### src/rtl/mmi_pkg.sv
// Shared types and constants for the MMI register-bus initiator.
package mmi_pkg;

  typedef enum logic [1:0] {
    ST_IDLE = 2'd0,
    ST_BUS  = 2'd1,
    ST_RESP = 2'd2
  } mmi_state_e;

  localparam logic [1:0] SZ_B = 2'd0;
  localparam logic [1:0] SZ_H = 2'd1;
  localparam logic [1:0] SZ_W = 2'd2;

  localparam int TIMEOUT_CYC_DEF = 16;

endpackage

### src/rtl/mmi_lane_align.sv
// Byte-lane steering: alignment check, store strobes/replication, load extraction/extension.
module mmi_lane_align
  import mmi_pkg::*;
(
  input  logic [1:0]  size_i,
  input  logic [1:0]  off_i,
  input  logic [31:0] wdata_i,
  output logic        misalign_o,
  output logic [3:0]  wstrb_o,
  output logic [31:0] wdata_o,
  input  logic [1:0]  ld_size_i,
  input  logic [1:0]  ld_off_i,
  input  logic        ld_unsigned_i,
  input  logic [31:0] rdata_i,
  output logic [31:0] rdata_o
);

  logic [31:0] lane;

  // NOTE: every output of a combinational block gets a default first, so no path leaves it unassigned and infers a latch.
  always_comb begin
    misalign_o = 1'b0;
    wstrb_o    = 4'b0000;
    wdata_o    = wdata_i;
    case (size_i)
      SZ_B: begin
        wstrb_o = 4'b0001 << off_i;
        wdata_o = {4{wdata_i[7:0]}};
      end
      SZ_H: begin
        misalign_o = off_i[0];
        wstrb_o    = 4'b0011 << off_i;
        wdata_o    = {2{wdata_i[15:0]}};
      end
      SZ_W: begin
        misalign_o = |off_i;
        wstrb_o    = 4'b1111;
      end
      default: misalign_o = 1'b1;
    endcase
  end

  always_comb begin
    lane    = rdata_i >> {ld_off_i, 3'b000};
    rdata_o = rdata_i;
    case (ld_size_i)
      SZ_B: rdata_o = ld_unsigned_i ? {24'd0, lane[7:0]} : {{24{lane[7]}}, lane[7:0]};
      SZ_H: rdata_o = ld_unsigned_i ? {16'd0, lane[15:0]} : {{16{lane[15]}}, lane[15:0]};
      default: rdata_o = rdata_i;
    endcase
  end

endmodule

### src/rtl/mmi_master.sv
// MMI register-bus initiator: one bus transaction per core load/store, with
// alignment errors, a wait-cycle timeout and a registered valid/ready response.
module mmi_master
  import mmi_pkg::*;
#(
  parameter int ADDR_W      = 3,
  parameter int TIMEOUT_CYC = TIMEOUT_CYC_DEF
) (
  input  logic              clk,
  input  logic              rst,
  input  logic              req_valid,
  output logic              req_ready,
  input  logic              req_we,
  input  logic [1:0]        req_size,
  input  logic              req_unsigned,
  input  logic [31:0]       req_addr,
  input  logic [31:0]       req_wdata,
  output logic              resp_valid,
  input  logic              resp_ready,
  output logic [31:0]       resp_rdata,
  output logic              resp_err,
  output logic              mmi_valid,
  output logic [3:0]        mmi_wstrb,
  output logic [ADDR_W-1:0] o_mmi_addr,
  output logic [31:0]       o_mmi_wdata,
  input  logic              mmi_ready,
  input  logic [31:0]       i_mmi_rdata
);

  localparam int CNT_W = $clog2(TIMEOUT_CYC);
  localparam logic [CNT_W-1:0] CNT_LAST = CNT_W'(TIMEOUT_CYC - 1);

  mmi_state_e        state_q, state_d;
  logic [1:0]        off_q, off_d, size_q, size_d;
  logic              uns_q, uns_d, we_q, we_d;
  logic [CNT_W-1:0]  cnt_q, cnt_d;
  logic              mmi_valid_q, mmi_valid_d;
  logic [3:0]        mmi_wstrb_q, mmi_wstrb_d;
  logic [ADDR_W-1:0] addr_q, addr_d;
  logic [31:0]       wdata_q, wdata_d;
  logic              resp_valid_q, resp_valid_d;
  logic [31:0]       resp_rdata_q, resp_rdata_d;
  logic              resp_err_q, resp_err_d;

  logic              req_bad;
  logic [3:0]        lane_wstrb;
  logic [31:0]       lane_wdata, lane_rdata;
  logic              unused_addr_bits;

  assign unused_addr_bits = ^req_addr[31:ADDR_W+2];

  mmi_lane_align u_align (
    .size_i        (req_size),
    .off_i         (req_addr[1:0]),
    .wdata_i       (req_wdata),
    .misalign_o    (req_bad),
    .wstrb_o       (lane_wstrb),
    .wdata_o       (lane_wdata),
    .ld_size_i     (size_q),
    .ld_off_i      (off_q),
    .ld_unsigned_i (uns_q),
    .rdata_i       (i_mmi_rdata),
    .rdata_o       (lane_rdata)
  );

  always_comb begin
    state_d      = state_q;
    off_d        = off_q;
    size_d       = size_q;
    uns_d        = uns_q;
    we_d         = we_q;
    cnt_d        = cnt_q;
    mmi_valid_d  = mmi_valid_q;
    mmi_wstrb_d  = mmi_wstrb_q;
    addr_d       = addr_q;
    wdata_d      = wdata_q;
    resp_valid_d = resp_valid_q;
    resp_rdata_d = resp_rdata_q;
    resp_err_d   = resp_err_q;
    case (state_q)
      ST_IDLE: begin
        if (req_valid) begin
          if (req_bad) begin
            state_d      = ST_RESP;
            resp_valid_d = 1'b1;
            resp_err_d   = 1'b1;
            resp_rdata_d = 32'd0;
          end else begin
            state_d     = ST_BUS;
            off_d       = req_addr[1:0];
            size_d      = req_size;
            uns_d       = req_unsigned;
            we_d        = req_we;
            cnt_d       = '0;
            mmi_valid_d = 1'b1;
            mmi_wstrb_d = req_we ? lane_wstrb : 4'b0000;
            addr_d      = req_addr[ADDR_W+1:2];
            wdata_d     = lane_wdata;
          end
        end
      end
      ST_BUS: begin
        if (mmi_ready) begin
          state_d      = ST_RESP;
          mmi_valid_d  = 1'b0;
          mmi_wstrb_d  = 4'b0000;
          resp_valid_d = 1'b1;
          resp_err_d   = 1'b0;
          resp_rdata_d = we_q ? 32'd0 : lane_rdata;
        end else if (cnt_q == CNT_LAST) begin
          // Responder never answered: give up and report an error.
          state_d      = ST_RESP;
          mmi_valid_d  = 1'b0;
          mmi_wstrb_d  = 4'b0000;
          resp_valid_d = 1'b1;
          resp_err_d   = 1'b1;
          resp_rdata_d = 32'd0;
        end else begin
          cnt_d = cnt_q + CNT_W'(1);
        end
      end
      ST_RESP: begin
        if (resp_ready) begin
          state_d      = ST_IDLE;
          resp_valid_d = 1'b0;
        end
      end
      default: state_d = ST_IDLE;
    endcase
  end

  // NOTE: state registers use non-blocking assignments so every flop samples pre-edge values.
  always_ff @(posedge clk or negedge rst) begin
    if (!rst) begin
      state_q      <= ST_IDLE;
      off_q        <= 2'd0;
      size_q       <= 2'd0;
      uns_q        <= 1'b0;
      we_q         <= 1'b0;
      cnt_q        <= '0;
      mmi_valid_q  <= 1'b0;
      mmi_wstrb_q  <= 4'b0000;
      addr_q       <= '0;
      wdata_q      <= 32'd0;
      resp_valid_q <= 1'b0;
      resp_rdata_q <= 32'd0;
      resp_err_q   <= 1'b0;
    end else begin
      state_q      <= state_d;
      off_q        <= off_d;
      size_q       <= size_d;
      uns_q        <= uns_d;
      we_q         <= we_d;
      cnt_q        <= cnt_d;
      mmi_valid_q  <= mmi_valid_d;
      mmi_wstrb_q  <= mmi_wstrb_d;
      addr_q       <= addr_d;
      wdata_q      <= wdata_d;
      resp_valid_q <= resp_valid_d;
      resp_rdata_q <= resp_rdata_d;
      resp_err_q   <= resp_err_d;
    end
  end

  assign req_ready   = (state_q == ST_IDLE);
  assign mmi_valid   = mmi_valid_q;
  assign mmi_wstrb   = mmi_wstrb_q;
  assign o_mmi_addr  = addr_q;
  assign o_mmi_wdata = wdata_q;
  assign resp_valid  = resp_valid_q;
  assign resp_rdata  = resp_rdata_q;
  assign resp_err    = resp_err_q;

endmodule

### config.mk
export PLATFORM = sky130hd
export DESIGN_NAME = mmi_master
export DESIGN_NICKNAME = d
export VERILOG_FILES = /design/src/rtl/mmi_pkg.sv /design/src/rtl/mmi_lane_align.sv /design/src/rtl/mmi_master.sv
export SDC_FILE = /design/constraint.sdc
export NUM_CORES = 1
export LEC_CHECK = 0
export CELL_PAD_IN_SITES_DETAIL_PLACEMENT = 0
export CELL_PAD_IN_SITES_GLOBAL_PLACEMENT = 1
export CORE_MARGIN = 2
export CORE_UTILIZATION = 34
export DETAILED_ROUTE_END_ITERATION = 8
export PLACE_DENSITY = 0.95
export SYNTH_ARGS = -nofsm -noshare
export SYNTH_HDL_FRONTEND = slang
export SYNTH_SLANG_ARGS = --single-unit
### constraint.sdc
create_clock -name clk -period 3.93 [get_ports clk]
set_input_delay 0.786 -clock clk [delete_from_list [all_inputs] [get_ports clk]]
set_output_delay 0.786 -clock clk [all_outputs]
set_load 0.01 [all_outputs]
# After elaboration in Yosys (flattened, before gate mapping)
# Cells that the tools add are included.
# classes
n_addsub,1
eq_ne,13
shift,3
n_mux,42
n_bitwise,1
n_reduce_logical,12
# ops
cell,count
$mux W32,7
$pmux W32 S2,3
$mux W4,9
$shr A32 B5 Y16,1
$pmux W4 S2,2
$pmux W4 S3,1
$mux W1,10
$mux W2,5
$ne A2 B2 Y1 const B,5
$reduce_and A5 Y1,2
$reduce_and A4 Y1,2
$eq A2 B1 Y1 const B,3
$logic_not A2 Y1,3
$pmux W1 S3,2
$pmux W2 S3,1
$reduce_and A3 Y1,2
$add A4 B1 Y4 const B,1
$eq A2 B2 Y1 const B,2
$eq A4 B4 Y1 const B,1
$pmux W1 S2,2
$shl A1 B2 Y4 const A,1
$shl A2 B2 Y4 const A,1
$ne A3 B3 Y1 const B,1
$reduce_bool A3 Y1,1
other kinds (4),4
# totals
register_bits,86
input_bits,105
out_inout_bits,75
elab_cells,85

# Longest topological paths before layout
# Gate-level depths: netlist (run 1).
# logic_depth
depth_word,6
mapped_depth,7
depth_no_buf,6

# By module
# Synthesis (run 1) repeated with hierarchy kept, for this count alone.
# unflattened
cells_unflattened,404
hier_area_um2,4728.3
# modules_own_cells
mod,n_inst,cells_each,area_each_um2,seq_area_each_um2
mmi_master,1,228,3470.8,2152.1
mmi_lane_align,1,176,1257.5,0.0

# Worst setup path before layout (run 1)
# No wires, ideal clock.
# synth_timing
path_kind,input port to flip-flop
from,input port i_mmi_rdata[31]
to,register resp_rdata_q[14] (netlist: resp_rdata[14])
setup_ps,126
t_arrival_ps,1923
required_ps,3804
setup_slack_ps,1881
path_stages,4
path_buffers,0
path_cell_list,mux4_2 -> nor2b_4 -> o21ba_4 -> a221o_1
# synth_via
elab_chain_len,6
# synth_lines
element,line,text
start: declaration,mmi_master.sv:27,input logic [31:0] i_mmi_rdata
$shr A32 B5 Y16,mmi_lane_align.sv:44,"lane = rdata_i >> {ld_off_i, 3'b000};"
$mux W32,mmi_lane_align.sv:47,"SZ_B: rdata_o = ld_unsigned_i ? {24'd0, lane[7:0]} : {{24{lane[7]}}, lane[7:0]};"
$pmux W32 S2,mmi_lane_align.sv:46,case (ld_size_i)
$mux W32,mmi_master.sv:109,resp_rdata_d = we_q ? 32'd0 : lane_rdata;
$mux W32,mmi_master.sv:103,if (mmi_ready) begin
$pmux W32 S2,mmi_master.sv:80,case (state_q)
end signal: assignment,mmi_master.sv:160,resp_rdata_q <= resp_rdata_d;
end: declaration,mmi_master.sv:42,"logic [31:0] resp_rdata_q, resp_rdata_d;"
# Every way passes these cells.
# A chain may end at the register's enable or synchronous reset.

# Worst setup path in the final report (run 1)
# layout_timing
from,input port mmi_ready
to,register resp_rdata_q[31] (netlist: resp_rdata[31])
# layout_via
elab_chain_len,2
word_cells_on_any_way,4
classes_between,1 x eq/ne; 2 x mux; 1 x reduce/logical
# layout_lines
element,line,text
start: declaration,mmi_master.sv:26,"input logic mmi_ready,"
$ne A3 B3 Y1 (no source line) or $mux W32 (tied branches),n/a,
$reduce_and A4 Y1 (no source line) or $pmux W32 S2 (tied branches),n/a,
# Parallel ways exist; a longest one is shown, timed or not.

==> flow_metrics.py, run 1 <==
metrics = {
    "run_status": {
        "run_status": "finished clean",
    },
    "sta": {
        "setup_viol_count_final": 0,
        "slew_headroom_pct": 38.9,
        "post-route-period-util_pct": 64.7,
        "finalClockSkew_ns": 0.0103,
        "post-route-min-period_ns": 2.54,
        "worst_hold_slack_after_final_layout_ns": 0.475,
        "timing.final.ws_setup_ns": 1.39,
        "setup_repair_after_global_routing_missed_its_margin": "false",
        "tightestPinTransition_ns": 0.917,
        "maxClockFrequency_ghz": 0.393,
        "report.final.slew_viol_count": 0,
        "fin_setup_tns_ns": 0,
        "report.final.hold_viol_count": 0,
    },
    "synthesis": {
        "syn-instance-count": 419,
        "async_reset_ff_share_pct": 100,
        "synth.ff_latch_count": 86,
        "synth-main-ff-cell": "sky130_fd_sc_hd__dfrtp_1",
        "syn_area_um2": 4160,
        "yosysSeqAreaShare_pct": 51.7,
        "synthesis.nets": 525,
        "synth_area_per_inst_um2": 9.93,
        "yosysWarnings": 0,
        "synth_enable_flop_cells": 0,
        "synth_cell_types": 40,
    },
    "cts": {
        "clock_pin_slew_of_the_registers_on_the_worst_case_setup_and_hold_paths_ns": 0.06,
        "clk_root_buffer_cell": "sky130_fd_sc_hd__clkbuf_16",
        "post-cts-setup-buffers": 0,
        "cts_hold_repair.buffers": 0,
        "cts_inserted_buffers": 9,
        "h_tree_levels": 3,
        "tritoncts_clock_tree": "done",
        "cts.sink_count": 86,
        "clock_path_buffers": 2,
        "clk_latency_ns": 0.35,
        "cts_resized": 0,
    },
    "route": {
        "drt_first_pass_iters": 4,
        "number_of_routed_nets_with_antenna_violations": 0,
        "wire_per_inst_um": 17.7,
        "first_iter_violations": 238,
        "route.detailed.drc": 0,
        "drt-total-wl_um": 12600,
        "drt-vias-per-instance": 5.29,
        "detailroute.via_count": 3761,
    },
    "final_layout": {
        "diodes_inserted": 0,
        "stdcell_area_um2": 6050,
        "final.fill_count": 1094,
        "final_core_utilization_pct": 50.6,
        "final_layout_size_suffix_gt1_share_pct": 5.85,
        "net_count_final": 665,
        "sequential_area_um2": 2150,
        "multi_input_gate_area_in_the_final_layout_um2": 1840,
        "flow.area_growth_from_synthesis_pct": 45.5,
    },
    "die": {
        "io_pins": 180,
        "fp.dieH_um": 115,
        "dieArea_um2": 13100,
        "fp.coreArea_um2": 12000,
        "die_width_um": 115,
        "core.rowCount": 40,
        "starting_density_of_the_core_pct": 34.8,
    },
    "place": {
        "placedInstanceArea_um2": 5770,
        "routabilityCongestion": 0.849,
        "dp_hpwl_um": 9020,
        "port-buffer-count": 152,
        "placement.setup.worst_slack_ns": 1.04,
    },
    "worst_hold_path": {
        "worst_min_path_class": "reg -> reg",
    },
    "power_and_ir_drop": {
        "cellPowerDensity_nw_per_um2": 702,
        "power.share.switching_pct": 35.6,
        "combinationalPowerShare_pct": 42.6,
        "power.static_leakage_nw": 2.67,
        "switchingPower_mw": 1.51,
        "clockPowerShare_pct": 19.1,
        "irDropWorstVdd_v": 0.000316,
        "power.share.sequential_pct": 38.3,
        "p_int_mw": 2.73,
    },
    "run": {
        "max_cap_violations": 0,
    },
    "global_route": {
        "global_route.overflow_total": 0,
        "global_route.usage.total_pct": 20.2,
        "maximum_number_of_pins_on_one_net_before_global_route_repair": 71,
        "grt_pass1_vias": 3968,
        "grt_first_pass_wirelength_um": 20500,
        "grt_antenna_before_repair": 0,
    },
    "worst_setup_path": {
        "critical_path.startpoint_type": "input port",
        "cp_max_fo": 18,
        "critPathKind": "in -> reg",
        "arrival_ns": 2.82,
        "critical_path.endpoint_type": "register",
        "crit_required_ns": 4.21,
    },
}
## final timing paths
kind / from / slack, ns / to / cells after the start
max reg2reg: off_q[0] / 1.69 / resp_rdata[31] / 4
min reg2reg: o_mmi_addr[2] / 0.47 / o_mmi_addr[2] / 2
max in group asynchronous: rst / 2.59 / resp_rdata[10] / 2
min: o_mmi_addr[2] / 0.47 / o_mmi_addr[2] / 2
min in group asynchronous: rst / 0.55 / resp_rdata[26] / 1
max: mmi_ready / 1.39 / resp_rdata[31] / 5
## worst max-delay path, stage by stage
cell and delay, ns:
sky130_fd_sc_hd__clkdlybuf4s50_1 0.52, sky130_fd_sc_hd__and4bb_4 0.39, sky130_fd_sc_hd__nand2b_1 0.14, sky130_fd_sc_hd__nor4_4 0.76
sky130_fd_sc_hd__a221o_1 0.22
## stage by stage
stage / std cells / power, mW
final: 711 / 4.25
after floorplan: 419 / 2.41
after detailed placement: 695 / 3.45
after global routing: 711 / 4.53
after CTS: 711 / 4.29
after global placement: 695 / 3.38
## power by group through the flow
stage	clock network (mW)	logic [mW]	registers, mW
floorplan	0	0.743	1.67
global placement	0	1.78	1.60
detailed placement	0	1.82	1.63
CTS	0.834	1.83	1.63
global route	0.870	1.98	1.68
finish	0.812	1.81	1.63
## registers in the layout, summed over array words and instances (netlist names)
register and count:
cnt_q 4, mmi_valid 1, mmi_wstrb 4, o_mmi_addr 3, o_mmi_wdata 32, off_q 2
resp_err 1, resp_rdata 32, resp_valid 1, size_q 2, state_q 2, uns_q 1
we_q 1
## per-layer routing
metal | wire, µm | vias up | track usage [%]
li1 | - | 1766 | -
met1 | 5340 | 1801 | 24.9
met2 | 5850 | 172 | 32.7
met3 | 1130 | 22 | 6.78
met4 | 264 | 0 | 7.97
met5 | 0 | - | 0
## layout by cell type, fill, tap and decap left out, drive strengths merged, types with 2 or more instances in the layout
cell type      netlist  layout
nor2b                5       5
inv                  9      10
a21oi               22      22
o21a                 2       2
nand3                2       2
and3                 7       7
dfrtp               86      86
o2bb2ai              8       8
clkdlybuf4s50        0     151
o211ai               9       9
nand2b               9       9
nor2                25      25
a221o               23      23
clkinv               0       2
nand2               89      89
mux2i               32      32
clkinvlp             0       2
o22ai                4       4
and2                 2       2
mux2                 2       2
a22o                 3       3
o21ai               35      35
o211a                2       2
buf                 16       7
clkbuf              13      11
nand3b               2       2
## Yosys cell counts (3+ instances only)
cell type                   instances  area, µm²
sky130_fd_sc_hd__mux2i_1           32        320
sky130_fd_sc_hd__o211ai_1           9       67.6
sky130_fd_sc_hd__o21ai_0           34        170
sky130_fd_sc_hd__clkbuf_1          13       48.8
sky130_fd_sc_hd__nand2_1           89        334
sky130_fd_sc_hd__a21oi_1           22        110
sky130_fd_sc_hd__o2bb2ai_1          8       70.1
sky130_fd_sc_hd__nor2b_1            4       25.0
sky130_fd_sc_hd__o22ai_1            4       25.0
sky130_fd_sc_hd__and3_1             7       43.8
sky130_fd_sc_hd__a22o_1             3       26.3
sky130_fd_sc_hd__dfrtp_1           86       2150
sky130_fd_sc_hd__a221o_1           23        230
sky130_fd_sc_hd__nand2b_1           9       56.3
sky130_fd_sc_hd__nor2_1            23       86.3
sky130_fd_sc_hd__buf_2             13       65.1
sky130_fd_sc_hd__inv_1              9       33.8
## layout make-up
type | instances | area share (%)
flip-flops and latches | 86 | 35.6
repair buffers | 158 | 25.8
inverters | 9 | 0.558
well taps | 147 | 3.04
clock buffers | 11 | 4.01
multi-input cells | 295 | 30.4
clock inverters | 5 | 0.558
## cell families (layout without fill, tap and decap cells)
group	Yosys count	after routing	synth area share, %
fa+ha+maj	1	1	0.301
xor+xnor	1	1	0.211
flops	86	86	51.7
mux	35	35	8.78
compound gates	113	113	19.0
simple gates	145	145	16.0
buf+inv	38	183	4.00
(Power assumes the default switching activity.)
==> inputs of run 2 (changes only) <==
CORE_UTILIZATION = 28   (was 34)
PLACE_DENSITY = 0.87   (was 0.95)
clock period = 2.2 ns   (was 3.93 ns; I/O delays follow)
==> run 2 against run 1 <==
Net effect:
- global-route usage fell by 3.2 points
- flip-flop and latch count unchanged
- wire length increased by 5.9%
- combinational power increased by 92%
- critical path type is now reg -> out
- largest cell class unchanged
==> flow_metrics.py, run 2 (synthesis results as in run 1) <==
metrics = {
    "place": {
        "port-buffer-count": 152,
        "place_inst": 748,
        "dp_hpwl_um": 9790,
        "routabilityCongestion": 0.823,
    },
    "final_layout": {
        "final_layout_size_suffix_gt1_share_pct": 8.30,
        "sequential_area_um2": 2150,
        "final_common_cell": "sky130_fd_sc_hd__clkdlybuf4s50_1",
        "multi_input_gate_area_in_the_final_layout_um2": 1840,
        "flow.area_growth_from_synthesis_pct": 49.9,
        "mostFrequentLayoutCells": "sky130_fd_sc_hd__clkdlybuf4s50_1 (151), sky130_fd_sc_hd__nand2_1 (89), sky130_fd_sc_hd__dfrtp_1 (86)",
        "post_layout_nonfiller_instances": 762,
        "diodes_inserted": 0,
        "net_count_final": 681,
        "final.fill_count": 1418,
        "final_core_utilization_pct": 42.9,
    },
    "sta": {
        "post-route-min-period_ns": 2.08,
        "report.final.hold_viol_count": 0,
        "maxClockFrequency_ghz": 0.482,
        "slew_headroom_pct": 42.8,
        "report.final.slew_viol_count": 0,
        "post-route-period-util_pct": 94.3,
        "setup_repair_after_global_routing_missed_its_margin": "false",
        "fin_setup_tns_ns": 0,
        "tightestPinTransition_ns": 0.852,
        "finalClockSkew_ns": 0.00944,
        "setup_viol_count_final": 0,
    },
    "worst_hold_path": {
        "worst_min_path_class": "in -> async",
    },
    "power_and_ir_drop": {
        "irDropWorstVdd_v": 0.000507,
        "power.static_leakage_nw": 2.76,
        "p_int_mw": 4.94,
        "power.share.sequential_pct": 36.4,
        "cellPowerDensity_nw_per_um2": 1230,
        "clockPowerShare_pct": 18.1,
        "power.share.switching_pct": 35.5,
        "switchingPower_mw": 2.72,
        "combinationalPowerShare_pct": 45.5,
    },
    "worst_setup_path": {
        "r2r.worst_path.cells": 4,
        "timing.rr.start": "state_q[0]",
        "crit_required_ns": 1.76,
        "critical_path.endpoint_type": "primary output",
        "r2r_end": "resp_rdata[22]",
        "critPathKind": "reg -> out",
        "ff2ff_setup_slack_ns": 0.22,
        "critical_path.startpoint_type": "register",
        "cp_max_fo": 8,
        "arrival_ns": 1.64,
    },
    "cts": {
        "post-cts-setup-buffers": 0,
        "clock_path_buffers": 2,
        "h_tree_levels": 3,
        "cts.sink_count": 86,
        "clk_latency_ns": 0.35,
        "tritoncts_clock_tree": "done",
        "clk_root_buffer_cell": "sky130_fd_sc_hd__clkbuf_16",
        "cts_inserted_buffers": 9,
        "clock_pin_slew_of_the_registers_on_the_worst_case_setup_and_hold_paths_ns": 0.06,
    },
    "global_route": {
        "grt_pass1_vias": 3923,
        "global_route.usage.total_pct": 17.1,
        "maximum_number_of_pins_on_one_net_before_global_route_repair": 67,
        "grt_antenna_before_repair": 0,
        "grt_first_pass_wirelength_um": 21300,
        "global_route.overflow_total": 0,
    },
    "die": {
        "core.rowCount": 44,
        "dieArea_um2": 15800,
        "fp.dieH_um": 126,
        "io_pins": 180,
        "starting_density_of_the_core_pct": 28.6,
        "die_width_um": 126,
        "fp.coreArea_um2": 14500,
    },
    "route": {
        "route.detailed.drc": 0,
        "detailroute.via_count": 3813,
        "drt-vias-per-instance": 5.00,
        "number_of_routed_nets_with_antenna_violations": 0,
        "wire_per_inst_um": 17.5,
        "drt_first_pass_iters": 4,
        "drt-total-wl_um": 13300,
        "first_iter_violations": 284,
    },
    "run_status": {
        "run_status": "finished clean",
    },
    "run": {
        "max_cap_violations": 0,
    },
}
==> run 2: layout make-up <==
class	instances	share of cell area, %
clock buffer	10	3.67
inverter	9	0.542
clock inverter	4	0.421
multi-input combinational	295	29.6
timing repair buffer	174	27.6
sequential	86	34.5
tap	184	3.69
==> run 2: metrics by stage <==
stage	setup slack [ns]	total power, mW	cell area, µm²	hold WS [ns]
finish	0.125	7.66	6240	0.0490
global route	0.0643	8.14	6240	0.0807
CTS	0.0391	7.73	6230	0.0603
detailed placement	-0.203	6.31	5980	0.437
global placement	-0.141	6.18	5980	0.432
floorplan	0.497	4.31	4160	0.144
==> run 2: power groups by stage <==
| stage | clock network [mW] | logic, mW | registers [mW] |
|---|---|---|---|
| after CTS | 1.42 | 3.52 | 2.79 |
| final | 1.39 | 3.48 | 2.79 |
| after global placement | 0 | 3.42 | 2.76 |
| after global routing | 1.47 | 3.78 | 2.88 |
| after detailed placement | 0 | 3.51 | 2.80 |
| after floorplan | 0 | 1.33 | 2.98 |
==> run 2: timing repair <==
action                     4_1_cts  5_1_grt
hold buffers                     0        0
resized for setup                0        1
setup endpoints to repair        0        1
hold endpoints to repair         0        0
==> run 2: worst max path at each step <==
stage	end	startpoint	slack [ns]	depth (start not counted)
5_1_grt	resp_rdata[19]	mmi_ready	0.06	5
4_1_cts	req_ready	state_q[0]	0.04	2
3_5_place_dp	resp_rdata[22]	mmi_ready	-0.20	5
6_report	req_ready	state_q[0]	0.12	2
3_3_place_gp	resp_rdata[26]	mmi_ready	-0.14	5
2_1_floorplan	resp_rdata[14]	i_mmi_rdata[31]	0.50	4
==> run 2: metal layers <==
layer,up-vias,wire length [µm],GRT usage [%]
met5,-,0,0
met4,0,200,5.82
met3,14,1270,6.50
met2,147,6380,27.9
met1,1857,5470,20.7
li1,1795,-,-
==> run 2: critical path, cell delays in order (launching register included) <==
cell                              delay (ns)
sky130_fd_sc_hd__dfrtp_1                0.47
sky130_fd_sc_hd__nor2_2                 0.24
sky130_fd_sc_hd__clkdlybuf4s50_1        0.58
==> inputs of run 3 (changes only) <==
CAP_MARGIN = 20   (was not set)
CTS_CLUSTER_SIZE = 10   (was not set)
==> results of run 3 <==
No change in the layout: final DEF, timing and power equal those of run 2.
